**config.mk**
```make
export PLATFORM = sky130hd
export DESIGN_NAME = execute_stage_mc
export DESIGN_NICKNAME = d
export VERILOG_FILES = /design/src/rtl/execute_stage_mc.sv
export SDC_FILE = /design/constraint.sdc
export NUM_CORES = 1
export LEC_CHECK = 0
export CELL_PAD_IN_SITES_DETAIL_PLACEMENT = 0
export CELL_PAD_IN_SITES_GLOBAL_PLACEMENT = 1
export CORE_UTILIZATION = 43
export CTS_CLUSTER_SIZE = 25
export DETAILED_ROUTE_END_ITERATION = 7
export HOLD_SLACK_MARGIN = 0.12
export MAX_ROUTING_LAYER = met4
export PLACE_DENSITY = 0.95
export SETUP_SLACK_MARGIN = 0.5
export SLEW_MARGIN = 0
export SYNTH_ARGS = -nofsm -noshare
export SYNTH_HDL_FRONTEND = slang
export SYNTH_SLANG_ARGS = --single-unit
```
**constraint.sdc**
```tcl
create_clock -name clk -period 6.2 [get_ports clk]
set_input_delay 0.93 -clock clk [delete_from_list [all_inputs] [get_ports clk]]
set_output_delay 0.93 -clock clk [all_outputs]
set_load 0.05 [all_outputs]
```
**src/rtl/execute_stage_mc.sv**
```systemverilog
// Execute stage: operand forwarding, CZ flag register, single-cycle ALU with
// conditional ops, and an iterative shift-add multiplier behind valid/ready.
module execute_stage_mc #(
  parameter int DATA_W     = 16,
  parameter int REG_ADDR_W = 3,
  parameter int FWD_N      = 4
) (
  input  logic                        clk,
  input  logic                        reset,
  input  logic                        flush,
  input  logic                        in_valid,
  output logic                        in_ready,
  input  logic [2:0]                  in_op,
  input  logic [REG_ADDR_W-1:0]       in_rs1,
  input  logic [REG_ADDR_W-1:0]       in_rs2,
  input  logic [DATA_W-1:0]           in_rs1_data,
  input  logic [DATA_W-1:0]           in_rs2_data,
  input  logic                        in_imm_sel,
  input  logic [DATA_W-1:0]           in_imm,
  input  logic [REG_ADDR_W-1:0]       in_dest,
  input  logic [FWD_N-1:0]            fwd_valid,
  input  logic [FWD_N*REG_ADDR_W-1:0] fwd_dest,
  input  logic [FWD_N*DATA_W-1:0]     fwd_data,
  output logic                        out_valid,
  input  logic                        out_ready,
  output logic [DATA_W-1:0]           out_result,
  output logic [REG_ADDR_W-1:0]       out_dest,
  output logic                        out_wr_en,
  output logic [1:0]                  out_cz
);

  localparam int CNT_W = (DATA_W > 1) ? $clog2(DATA_W) : 1;

  localparam logic [2:0] OP_ADD  = 3'd0;
  localparam logic [2:0] OP_ADC  = 3'd1;
  localparam logic [2:0] OP_ADZ  = 3'd2;
  localparam logic [2:0] OP_NDU  = 3'd3;
  localparam logic [2:0] OP_NDC  = 3'd4;
  localparam logic [2:0] OP_NDZ  = 3'd5;
  localparam logic [2:0] OP_MUL  = 3'd6;
  localparam logic [2:0] OP_PASS = 3'd7;

  typedef enum logic [0:0] {
    ST_IDLE     = 1'b0,
    ST_MUL_BUSY = 1'b1
  } state_t;

  state_t                  state_r, state_nxt_s;
  logic                    out_valid_r, out_valid_nxt_s;
  logic [DATA_W-1:0]       out_result_r, out_result_nxt_s;
  logic [REG_ADDR_W-1:0]   out_dest_r, out_dest_nxt_s;
  logic                    out_wr_en_r, out_wr_en_nxt_s;
  logic [1:0]              cz_r, cz_nxt_s;
  logic [CNT_W-1:0]        mul_cnt_r, mul_cnt_nxt_s;
  logic [2*DATA_W-1:0]     mul_acc_r, mul_acc_nxt_s;
  logic [2*DATA_W-1:0]     mul_mcand_r, mul_mcand_nxt_s;
  logic [DATA_W-1:0]       mul_mplier_r, mul_mplier_nxt_s;
  logic [REG_ADDR_W-1:0]   mul_dest_r, mul_dest_nxt_s;

  logic                    in_ready_s;
  logic                    accept_s;
  logic [DATA_W-1:0]       opa_s, opb_fwd_s, opb_s;
  logic [DATA_W:0]         sum_s;
  logic [DATA_W-1:0]       nand_s;
  logic                    cond_s;
  logic [DATA_W-1:0]       alu_res_s;
  logic                    alu_wr_s;
  logic [1:0]              alu_cz_s;
  logic [2*DATA_W-1:0]     mul_step_s;
  logic                    mul_last_s;

  assign in_ready_s = (state_r == ST_IDLE) && (!out_valid_r || out_ready) && !flush;
  assign accept_s   = in_valid && in_ready_s;
  assign mul_step_s = mul_mplier_r[0] ? (mul_acc_r + mul_mcand_r) : mul_acc_r;
  assign mul_last_s = (state_r == ST_MUL_BUSY) && (mul_cnt_r == {CNT_W{1'b0}});

  // Operand resolution: walk sources oldest-first so the youngest match wins.
  always_comb begin
    opa_s     = in_rs1_data;
    opb_fwd_s = in_rs2_data;
    for (int i = FWD_N - 1; i >= 0; i--) begin
      opa_s = (fwd_valid[i] && (fwd_dest[i*REG_ADDR_W +: REG_ADDR_W] == in_rs1))
              ? fwd_data[i*DATA_W +: DATA_W] : opa_s;
      opb_fwd_s = (fwd_valid[i] && (fwd_dest[i*REG_ADDR_W +: REG_ADDR_W] == in_rs2))
                  ? fwd_data[i*DATA_W +: DATA_W] : opb_fwd_s;
    end
    opb_s = in_imm_sel ? in_imm : opb_fwd_s;
  end

  // Single-cycle ALU result, write enable and flag outcome against current CZ.
  always_comb begin
    sum_s     = {1'b0, opa_s} + {1'b0, opb_s};
    nand_s    = ~(opa_s & opb_s);
    alu_res_s = opa_s;
    alu_wr_s  = 1'b1;
    alu_cz_s  = cz_r;
    case (in_op)
      OP_ADC, OP_NDC: cond_s = cz_r[0];
      OP_ADZ, OP_NDZ: cond_s = cz_r[1];
      default:        cond_s = 1'b1;
    endcase
    case (in_op)
      OP_ADD, OP_ADC, OP_ADZ: begin
        alu_res_s = sum_s[DATA_W-1:0];
        if (cond_s) begin
          alu_cz_s = {(sum_s[DATA_W-1:0] == {DATA_W{1'b0}}), sum_s[DATA_W]};
        end else begin
          alu_wr_s = 1'b0;
        end
      end
      OP_NDU, OP_NDC, OP_NDZ: begin
        alu_res_s = nand_s;
        if (cond_s) begin
          alu_cz_s = {(nand_s == {DATA_W{1'b0}}), cz_r[0]};
        end else begin
          alu_wr_s = 1'b0;
        end
      end
      OP_PASS: alu_res_s = opa_s;
      default: alu_res_s = opa_s;
    endcase
  end

  // Next-state logic; flush outranks MUL progress, accept and drain.
  always_comb begin
    state_nxt_s      = state_r;
    out_valid_nxt_s  = out_valid_r;
    out_result_nxt_s = out_result_r;
    out_dest_nxt_s   = out_dest_r;
    out_wr_en_nxt_s  = out_wr_en_r;
    cz_nxt_s         = cz_r;
    mul_cnt_nxt_s    = mul_cnt_r;
    mul_acc_nxt_s    = mul_acc_r;
    mul_mcand_nxt_s  = mul_mcand_r;
    mul_mplier_nxt_s = mul_mplier_r;
    mul_dest_nxt_s   = mul_dest_r;
    if (flush) begin
      state_nxt_s     = ST_IDLE;
      out_valid_nxt_s = 1'b0;
    end else if (state_r == ST_MUL_BUSY) begin
      mul_acc_nxt_s    = mul_step_s;
      mul_mcand_nxt_s  = {mul_mcand_r[2*DATA_W-2:0], 1'b0};
      mul_mplier_nxt_s = {1'b0, mul_mplier_r[DATA_W-1:1]};
      mul_cnt_nxt_s    = mul_cnt_r - CNT_W'(1);
      if (mul_last_s) begin
        state_nxt_s      = ST_IDLE;
        out_valid_nxt_s  = 1'b1;
        out_result_nxt_s = mul_step_s[DATA_W-1:0];
        out_dest_nxt_s   = mul_dest_r;
        out_wr_en_nxt_s  = 1'b1;
        cz_nxt_s = {(mul_step_s[DATA_W-1:0] == {DATA_W{1'b0}}),
                    (mul_step_s[2*DATA_W-1:DATA_W] != {DATA_W{1'b0}})};
      end else begin
        state_nxt_s = ST_MUL_BUSY;
      end
    end else if (accept_s) begin
      if (in_op == OP_MUL) begin
        // Accepting a MUL also retires any result being drained this edge.
        state_nxt_s      = ST_MUL_BUSY;
        out_valid_nxt_s  = 1'b0;
        mul_cnt_nxt_s    = CNT_W'(DATA_W - 1);
        mul_acc_nxt_s    = {(2*DATA_W){1'b0}};
        mul_mcand_nxt_s  = {{DATA_W{1'b0}}, opa_s};
        mul_mplier_nxt_s = opb_s;
        mul_dest_nxt_s   = in_dest;
      end else begin
        out_valid_nxt_s  = 1'b1;
        out_result_nxt_s = alu_res_s;
        out_dest_nxt_s   = in_dest;
        out_wr_en_nxt_s  = alu_wr_s;
        cz_nxt_s         = alu_cz_s;
      end
    end else if (out_valid_r && out_ready) begin
      out_valid_nxt_s = 1'b0;
    end else begin
      out_valid_nxt_s = out_valid_r;
    end
  end

  // FSM state register.
  always_ff @(posedge clk or negedge reset) begin
    if (!reset) begin
      state_r <= ST_IDLE;
    end else begin
      state_r <= state_nxt_s;
    end
  end

  // Output, flag and multiplier datapath registers.
  always_ff @(posedge clk or negedge reset) begin
    if (!reset) begin
      out_valid_r  <= 1'b0;
      out_result_r <= {DATA_W{1'b0}};
      out_dest_r   <= {REG_ADDR_W{1'b0}};
      out_wr_en_r  <= 1'b0;
      cz_r         <= 2'b00;
      mul_cnt_r    <= {CNT_W{1'b0}};
      mul_acc_r    <= {(2*DATA_W){1'b0}};
      mul_mcand_r  <= {(2*DATA_W){1'b0}};
      mul_mplier_r <= {DATA_W{1'b0}};
      mul_dest_r   <= {REG_ADDR_W{1'b0}};
    end else begin
      out_valid_r  <= out_valid_nxt_s;
      out_result_r <= out_result_nxt_s;
      out_dest_r   <= out_dest_nxt_s;
      out_wr_en_r  <= out_wr_en_nxt_s;
      cz_r         <= cz_nxt_s;
      mul_cnt_r    <= mul_cnt_nxt_s;
      mul_acc_r    <= mul_acc_nxt_s;
      mul_mcand_r  <= mul_mcand_nxt_s;
      mul_mplier_r <= mul_mplier_nxt_s;
      mul_dest_r   <= mul_dest_nxt_s;
    end
  end

  assign in_ready   = in_ready_s;
  assign out_valid  = out_valid_r;
  assign out_result = out_result_r;
  assign out_dest   = out_dest_r;
  assign out_wr_en  = out_wr_en_r;
  assign out_cz     = cz_r;

endmodule
```
==> impl_metrics.toml, run 1 <==
[route]
postRouteAntennaNets = 0
drt-pass1-iter-count = 5
wire_per_inst_um = 19.3
wirelength_um = 30500
initialDrtViolationCount = 530
routed-via-count = 9228
avgViaCountPerCell = 5.85
drcViolationCount = 0

[global_routing]
final_global_route_overflow_total = 0
antenna_found_initial = 0
grt.met3_usage_pct = 3.69
first_global_vias = 9141
gr-usage-met1_pct = 34.9
globalRouteTotalUtil_pct = 28.9
gr-max-usage-layer = "met2"
grt_pass1_wl_um = 49000
met2_usage_pct = 48.6
grt_max_degree = 60

[die]
standard_cell_row_count = 53
initial_core_util_pct = 44.2
num_io_pins = 170
die_w_um = 150
dieHeight_um = 150
design.die.area_um2 = 22400
coreArea_um2 = 21200

[logic_synthesis]
synth-async-reset-ratio_pct = 100
yosysWarningCount = 0
syn_area_um2 = 9390
synth_area_leader_cell = "sky130_fd_sc_hd__dfrtp_1"
synthesis.area_per_instance_um2 = 8.03
post_synth_inst_count = 1169
synthTopCellsByArea = "sky130_fd_sc_hd__dfrtp_1 (30%), sky130_fd_sc_hd__mux2i_1 (6.4%), sky130_fd_sc_hd__nand2_1 (6.3%)"
synth_edf_count = 0
yosys.cell_types.count = 72
synth_largest_type_area_fraction_pct = 29.6
synth-main-ff-cell = "sky130_fd_sc_hd__dfrtp_1"
synth_nets = 1363
seq_area_frac_synth_pct = 29.6
postSynthRegisterBits = 111

[worst_hold_path]
hold_start = "out_result[15]"
hold_class = "reg2reg"

[worst_setup_path]
timing.critical_path.from = "in_rs2[2]"
critical_path_fanouts_max = 15
critPathKind = "in2reg"
r2r_start = "mul_mcand_r[0]"
critical_path_arrival_ns = 5.65
critPathCaptureType = "flop"
worstPathCellList = "clkdlybuf4s50_1, xnor2_1, nand4_4, buf_4, mux2i_1, a211oi_1, a21oi_1, a211oi_1, a21oi_2, fa_1, inv_1, a21oi_1, maj3_2, o31ai_4, o221ai_2, o311ai_2, xor2_1, nor3_1, nand3_1, o41ai_2"
critPathTopFamily = "compound AO/OA/AOI/OAI gates"
worstPathRequired_ns = 6.46
startpoint_kind_of_the_worst_setup_timing_path = "input port"
maximum_single_stage_delay_on_the_critical_path_ns = 0.54
slowest_stage = "sky130_fd_sc_hd__clkdlybuf4s50_1"
cp_num_buf_inv = 3

[timing]
maxSlewHeadroom_pct = 23.8
unrepaired_setup_endpoints_after_global_routing = "no"
final-hold-violation-count = 0
worst_clock_skew_ns = 0.0118
final.min_clock_period_ns = 5.38
setup_viol = 0
worst_pin_slew_ns = 1.14
timing_max_transition_violations_final = 0
totalNegativeSetupSlack_ns = 0
finalCritPeriodShare_pct = 86.9
max_freq_mhz = 186
post-route-worst-setup-slack_ns = 0.815

[cells_and_area]
fin_area_um2 = 11700
diodes = 0
multiInputGateArea_um2 = 6240
seq_area_um2 = 2780
post_route_cells_drive_above_1_share_pct = 5.76
design.final.nets = 1491
nFillCells = 1977
syn2layout_area_growth_pct = 24.2

[power_and_ir_drop]
pwrdens_nw_per_um2 = 264
power.ir.vdd_worst_v = 0.000148
leakagePower_nw = 5.38

[placed_design]
placement.io_buffers = 169
final_wtd_congestion = 0.917
dpl.hpwl_um = 23700
placed_cell_area_um2 = 11300
post-place-ws_ns = 0.252

[run_status]
status = "finished clean"

[clocking]
root_buffer = "sky130_fd_sc_hd__clkbuf_16"
max-clock-path-buffers = 2
tritoncts_num_sinks = 111
tritoncts = "yes"
clock_insertion_delay_at_the_later_pin_of_the_skew_report_ns = 0.37
hold_fix_buffer_count_after_cts = 0
tritoncts.num_buffers = 9
worst_path_clk_slew_ns = 0.08
cts_max_level = 3

[flow_run]
max_cap_violations = 0
## cell usage in the layout (no fill, tap or decap), types with 27 or more instances in the layout
master and n:
sky130_fd_sc_hd__a21o_1 39, sky130_fd_sc_hd__a21oi_1 85, sky130_fd_sc_hd__a22oi_1 32, sky130_fd_sc_hd__buf_4 27
sky130_fd_sc_hd__clkdlybuf4s50_1 166, sky130_fd_sc_hd__dfrtp_1 110, sky130_fd_sc_hd__ha_1 46, sky130_fd_sc_hd__inv_1 34
sky130_fd_sc_hd__mux2i_1 60, sky130_fd_sc_hd__nand2_1 157, sky130_fd_sc_hd__nand3_1 41, sky130_fd_sc_hd__nor2_1 67
sky130_fd_sc_hd__o21ai_0 112, sky130_fd_sc_hd__xnor2_1 50
## worst paths after layout
check / end / slack, ns / cells past startpoint
hold / removal: out_result[15] / 0.48 / 2
setup reg to reg: out_cz[0] / 2.47 / 15
min in group asynchronous: mul_acc_r[26] / 0.60 / 1
setup / recovery: out_cz[1] / 0.82 / 20
max in group asynchronous: mul_acc_r[8] / 4.35 / 2
hold reg to reg: out_result[15] / 0.48 / 2
## state kept, by name, summed over array words and instances (netlist names)
register	flops
mul_acc_r	32
mul_cnt_r	4
mul_dest_r	3
mul_mcand_r	32
mul_mplier_r	16
out_cz	2
out_dest	3
out_result	16
out_valid	1
out_wr_en	1
state_r	1
## kinds of logic (layout without fill, tap and decap cells)
family / after synthesis / in the layout / share of synthesized area (%)
adders and majority gates: 53 / 53 / 7.13
DFF: 111 / 111 / 29.6
AOI/OAI and AO/OA: 402 / 402 / 27.5
muxes: 61 / 61 / 6.52
and+or+nand+nor: 361 / 361 / 17.9
xor gates and xnor gates: 69 / 69 / 6.68
buffers and inverters: 112 / 245 / 4.60
## per-stage QoR
| step | util (%) | std cells | hold WS (ns) | total power [mW] |
|---|---|---|---|---|
| after floorplan | - | 1169 | 0.444 | 2.00 |
| after global placement | 53.4 | 1561 | 0.461 | 2.48 |
| after detailed placement | 53.4 | 1561 | 0.468 | 2.50 |
| after CTS | 54.8 | 1577 | 0.487 | 3.07 |
| after global routing | 55.0 | 1577 | 0.505 | 3.27 |
| final | 55.0 | 1577 | 0.484 | 3.08 |
## Yosys cell counts (8+ instances only)
| library cell | n |
|---|---|
| sky130_fd_sc_hd__clkbuf_1 | 59 |
| sky130_fd_sc_hd__nor2_1 | 69 |
| sky130_fd_sc_hd__nor2b_1 | 8 |
| sky130_fd_sc_hd__a22oi_1 | 32 |
| sky130_fd_sc_hd__a22o_1 | 8 |
| sky130_fd_sc_hd__o211ai_1 | 8 |
| sky130_fd_sc_hd__o21ai_0 | 113 |
| sky130_fd_sc_hd__buf_1 | 10 |
| sky130_fd_sc_hd__nand2b_1 | 8 |
| sky130_fd_sc_hd__nand2_1 | 157 |
| sky130_fd_sc_hd__xor2_1 | 15 |
| sky130_fd_sc_hd__o22ai_1 | 11 |
| sky130_fd_sc_hd__nand3_1 | 42 |
| sky130_fd_sc_hd__a211oi_1 | 25 |
| sky130_fd_sc_hd__nor3_1 | 17 |
| sky130_fd_sc_hd__ha_1 | 46 |
| sky130_fd_sc_hd__buf_2 | 9 |
| sky130_fd_sc_hd__o21a_1 | 10 |
| sky130_fd_sc_hd__a21o_1 | 39 |
| sky130_fd_sc_hd__nand4_1 | 16 |
| sky130_fd_sc_hd__mux2i_1 | 60 |
| sky130_fd_sc_hd__inv_1 | 34 |
| sky130_fd_sc_hd__xnor2_1 | 51 |
| sky130_fd_sc_hd__dfrtp_1 | 111 |
| sky130_fd_sc_hd__a21oi_1 | 86 |
| sky130_fd_sc_hd__o31ai_1 | 13 |
## routing by layer
layer | part of all wire, % | wire, um
met5 | 0 | 0
met2 | 49 | 15000
met1 | 43 | 13000
met4 | 3.4 | 1050
met3 | 4.8 | 1470
## area by class of cell
cell class | instances | area share, %
well taps | 275 | 2.95
clock inverters | 6 | 0.429
multi-input cells | 946 | 53.5
clock buffers | 10 | 1.96
repair buffers | 195 | 16.2
flip-flops and latches | 111 | 23.8
inverters | 34 | 1.09
## where the power goes
part | switching [mW] | internal (mW)
clock network | 0.298 | 0.279
logic | 0.877 | 0.612
registers | 0.129 | 0.882
total | 1.30 | 1.77
## worst register-to-register path: cells and delay by family (launching register included)
kind,cells,cell delay [ns]
and+or+nand+nor,3,0.56
xor gates and xnor gates,1,0.09
muxes,1,0.28
AOI/OAI and AO/OA,8,1.63
DFF,1,0.42
adders and majority gates,2,0.66
## what timing repair did
| action | CTS | global route |
|---|---|---|
| resized for setup | 0 | 9 |
| buffers inserted | 0 | 0 |
| endpoints found under the setup margin | 0 | 4 |
Note: power is estimated with default switching activity, not from simulation.
==> run 2, diff against run 1 <==
Settings changed: CORE_UTILIZATION 43 to 35, PLACE_DENSITY 0.95 to 0.83.
==> run 2 against run 1 <==
The run now ends with design-rule violations left; power is 1.5% higher; hold slack improved by 0.00067 ns; clock skew grew 0.0037 ns; final cell count increased by 4.2%; utilization decreased by 10 points; count of clock-buffer cells in the layout is 1 lower; sequential power about the same; critical endpoint unchanged.
==> impl_metrics.toml, run 2 (synthesis results as in run 1) <==
[run_status]
status = "finished, violations left"
violations = "design-rule violations"

[clocking]
clock_insertion_delay_at_the_later_pin_of_the_skew_report_ns = 0.37
post_cts_setup_buffer_count = 0
worst_path_clk_slew_ns = 0.09
tritoncts_num_sinks = 111
cts_max_level = 3
root_buffer = "sky130_fd_sc_hd__clkbuf_16"
tritoncts = "yes"
tritoncts.num_buffers = 9
max-clock-path-buffers = 2

[route]
wire_per_inst_um = 18.8
postRouteAntennaNets = 0
initialDrtViolationCount = 539
drt-pass1-iter-count = 7
wirelength_um = 31000
avgViaCountPerCell = 5.63
drcViolationCount = 2
routed-via-count = 9248

[worst_setup_path]
critical_path_arrival_ns = 5.65
r2r_start = "mul_acc_r[0]"
critPathKind = "in2reg"
critPathCaptureType = "flop"
regToRegEndpoint = "out_cz[0]"
timing.critical_path.from = "in_rs2[2]"
setup.reg_to_reg.worst_slack_ns = 2.49
worstPathRequired_ns = 6.46
critical_path_fanouts_max = 6
timing.reg2reg.worst_path_depth = 15
startpoint_kind_of_the_worst_setup_timing_path = "input port"

[timing]
final-hold-violation-count = 0
worst_clock_skew_ns = 0.0154
setup_viol = 0
totalNegativeSetupSlack_ns = 0
worst_pin_slew_ns = 1.03
timing_max_transition_violations_final = 0
max_freq_mhz = 186
unrepaired_setup_endpoints_after_global_routing = "no"
final.min_clock_period_ns = 5.39
post-route-worst-setup-slack_ns = 0.812
finalCritPeriodShare_pct = 86.9
maxSlewHeadroom_pct = 31.2

[power_and_ir_drop]
clock_power_share_pct = 19.4
power.ir.vdd_worst_v = 0.000142
total_switching_power_mw = 1.34
comb_power_share_pct = 48.1
design_power_total_mw = 3.12
leakagePower_nw = 5.42
power.internal_mw = 1.79
power.share.switching_pct = 42.9
pwrdens_nw_per_um2 = 265
power.share.sequential_pct = 32.5

[die]
num_io_pins = 170
initial_core_util_pct = 35.8
standard_cell_row_count = 59
design.die.area_um2 = 27500
coreArea_um2 = 26200
die_w_um = 166
dieHeight_um = 166

[placed_design]
placed_cell_area_um2 = 11500
placement.io_buffers = 169
dpl.hpwl_um = 24300
post-place-ws_ns = 0.337
final_wtd_congestion = 0.928

[global_routing]
final_global_route_overflow_total = 0
grt_pass1_wl_um = 50200
met2_usage_pct = 41.0
gr-max-usage-layer = "met2"
grt.met3_usage_pct = 2.43
first_global_vias = 9287
antenna_found_initial = 0
globalRouteTotalUtil_pct = 23.4
grt_max_degree = 62
gr-usage-met1_pct = 28.6

[worst_hold_path]
hold_class = "reg2reg"
timing.hold.worst_endpoint = "mul_dest_r[0]"
hold_start = "mul_dest_r[0]"
worst_hold_path.num_cells = 2

[cells_and_area]
most-common-layout-cells = "sky130_fd_sc_hd__clkdlybuf4s50_1 (167), sky130_fd_sc_hd__nand2_1 (157), sky130_fd_sc_hd__o21ai_0 (110), sky130_fd_sc_hd__dfrtp_1 (110), sky130_fd_sc_hd__a21oi_1 (85)"
mostFrequentLayoutCell = "sky130_fd_sc_hd__clkdlybuf4s50_1"
multiInputGateArea_um2 = 6240
post_route_cells_drive_above_1_share_pct = 6.19
seq_area_um2 = 2780
syn2layout_area_growth_pct = 25.6
nFillCells = 2600
fin_area_um2 = 11800
largestRegisters = "mul_acc_r x32, mul_mcand_r x32"
design.final.nets = 1497
diodes = 0

[flow_run]
max_cap_violations = 0
## run 2: changes by cell type in the layout (fill, tap and decap cells not counted), sizes merged
cell and delta:
buf +6, clkbuf -1, clkdlybuf4s50 +1, clkinv +1
clkinvlp -1, dlymetal6s2s -1, inv +1
## run 2: cell type report
type / count / share of cell area, %
clock buffer: 9 / 1.91
clock inverter: 7 / 0.615
timing repair buffer: 201 / 16.4
inverter: 34 / 1.08
sequential: 111 / 23.6
tap: 335 / 3.55
multi-input combinational: 946 / 52.9
## run 2: stage by stage
stage,hold slack (ns),std cells,utilization [%]
final,0.484,1643,45.0
after global routing,0.516,1643,45.0
after CTS,0.487,1643,44.9
after detailed placement,0.467,1627,43.7
after global placement,0.457,1627,43.7
after floorplan,0.444,1169,-
## run 2: layer usage
layer | share of wire (%) | wire length (um)
met2 | 50 | 15600
met1 | 44 | 13600
met4 | 1.8 | 550
met3 | 4.1 | 1270
met5 | 0 | 0
## run 2: worst max path at each step
| stage | end | depth (start not counted) |
|---|---|---|
| after global placement | out_result[13] | 22 |
| final | out_cz[1] | 22 |
| after global routing | out_cz[1] | 22 |
| after floorplan | out_cz[1] | 23 |
| after detailed placement | out_result[13] | 22 |
| after CTS | out_result[13] | 22 |
## run 2: what timing repair did
action,4_1_cts,5_1_grt
resized for setup,0,9
hold buffers,0,0
setup endpoints to repair,0,6
## run 2: power by group through the flow
stage | Sequential [mW] | Clock, mW | Combinational (mW)
floorplan | 1.15 | 0 | 0.845
detailed placement | 1.03 | 0 | 1.49
global placement | 1.03 | 0 | 1.48
global route | 1.03 | 0.646 | 1.64
finish | 1.02 | 0.607 | 1.50
CTS | 1.02 | 0.615 | 1.50
## run 2: critical path: stages
cell	delay [ns]
sky130_fd_sc_hd__clkdlybuf4s50_1	0.63
sky130_fd_sc_hd__xnor2_2	0.17
sky130_fd_sc_hd__nand4_4	0.13
sky130_fd_sc_hd__mux2i_1	0.14
sky130_fd_sc_hd__a211oi_1	0.27
sky130_fd_sc_hd__a21oi_1	0.11
sky130_fd_sc_hd__nand2_1	0.08
sky130_fd_sc_hd__o21ai_0	0.07
sky130_fd_sc_hd__o21ai_1	0.20
sky130_fd_sc_hd__ha_1	0.26
sky130_fd_sc_hd__inv_1	0.08
sky130_fd_sc_hd__fa_1	0.45
sky130_fd_sc_hd__inv_1	0.07
sky130_fd_sc_hd__a21oi_1	0.08
sky130_fd_sc_hd__maj3_2	0.38
sky130_fd_sc_hd__o31ai_4	0.31
sky130_fd_sc_hd__o221ai_1	0.22
sky130_fd_sc_hd__o311ai_1	0.30
sky130_fd_sc_hd__xor2_1	0.14
sky130_fd_sc_hd__nor3_1	0.21
sky130_fd_sc_hd__nand3_1	0.11
sky130_fd_sc_hd__o41ai_1	0.31
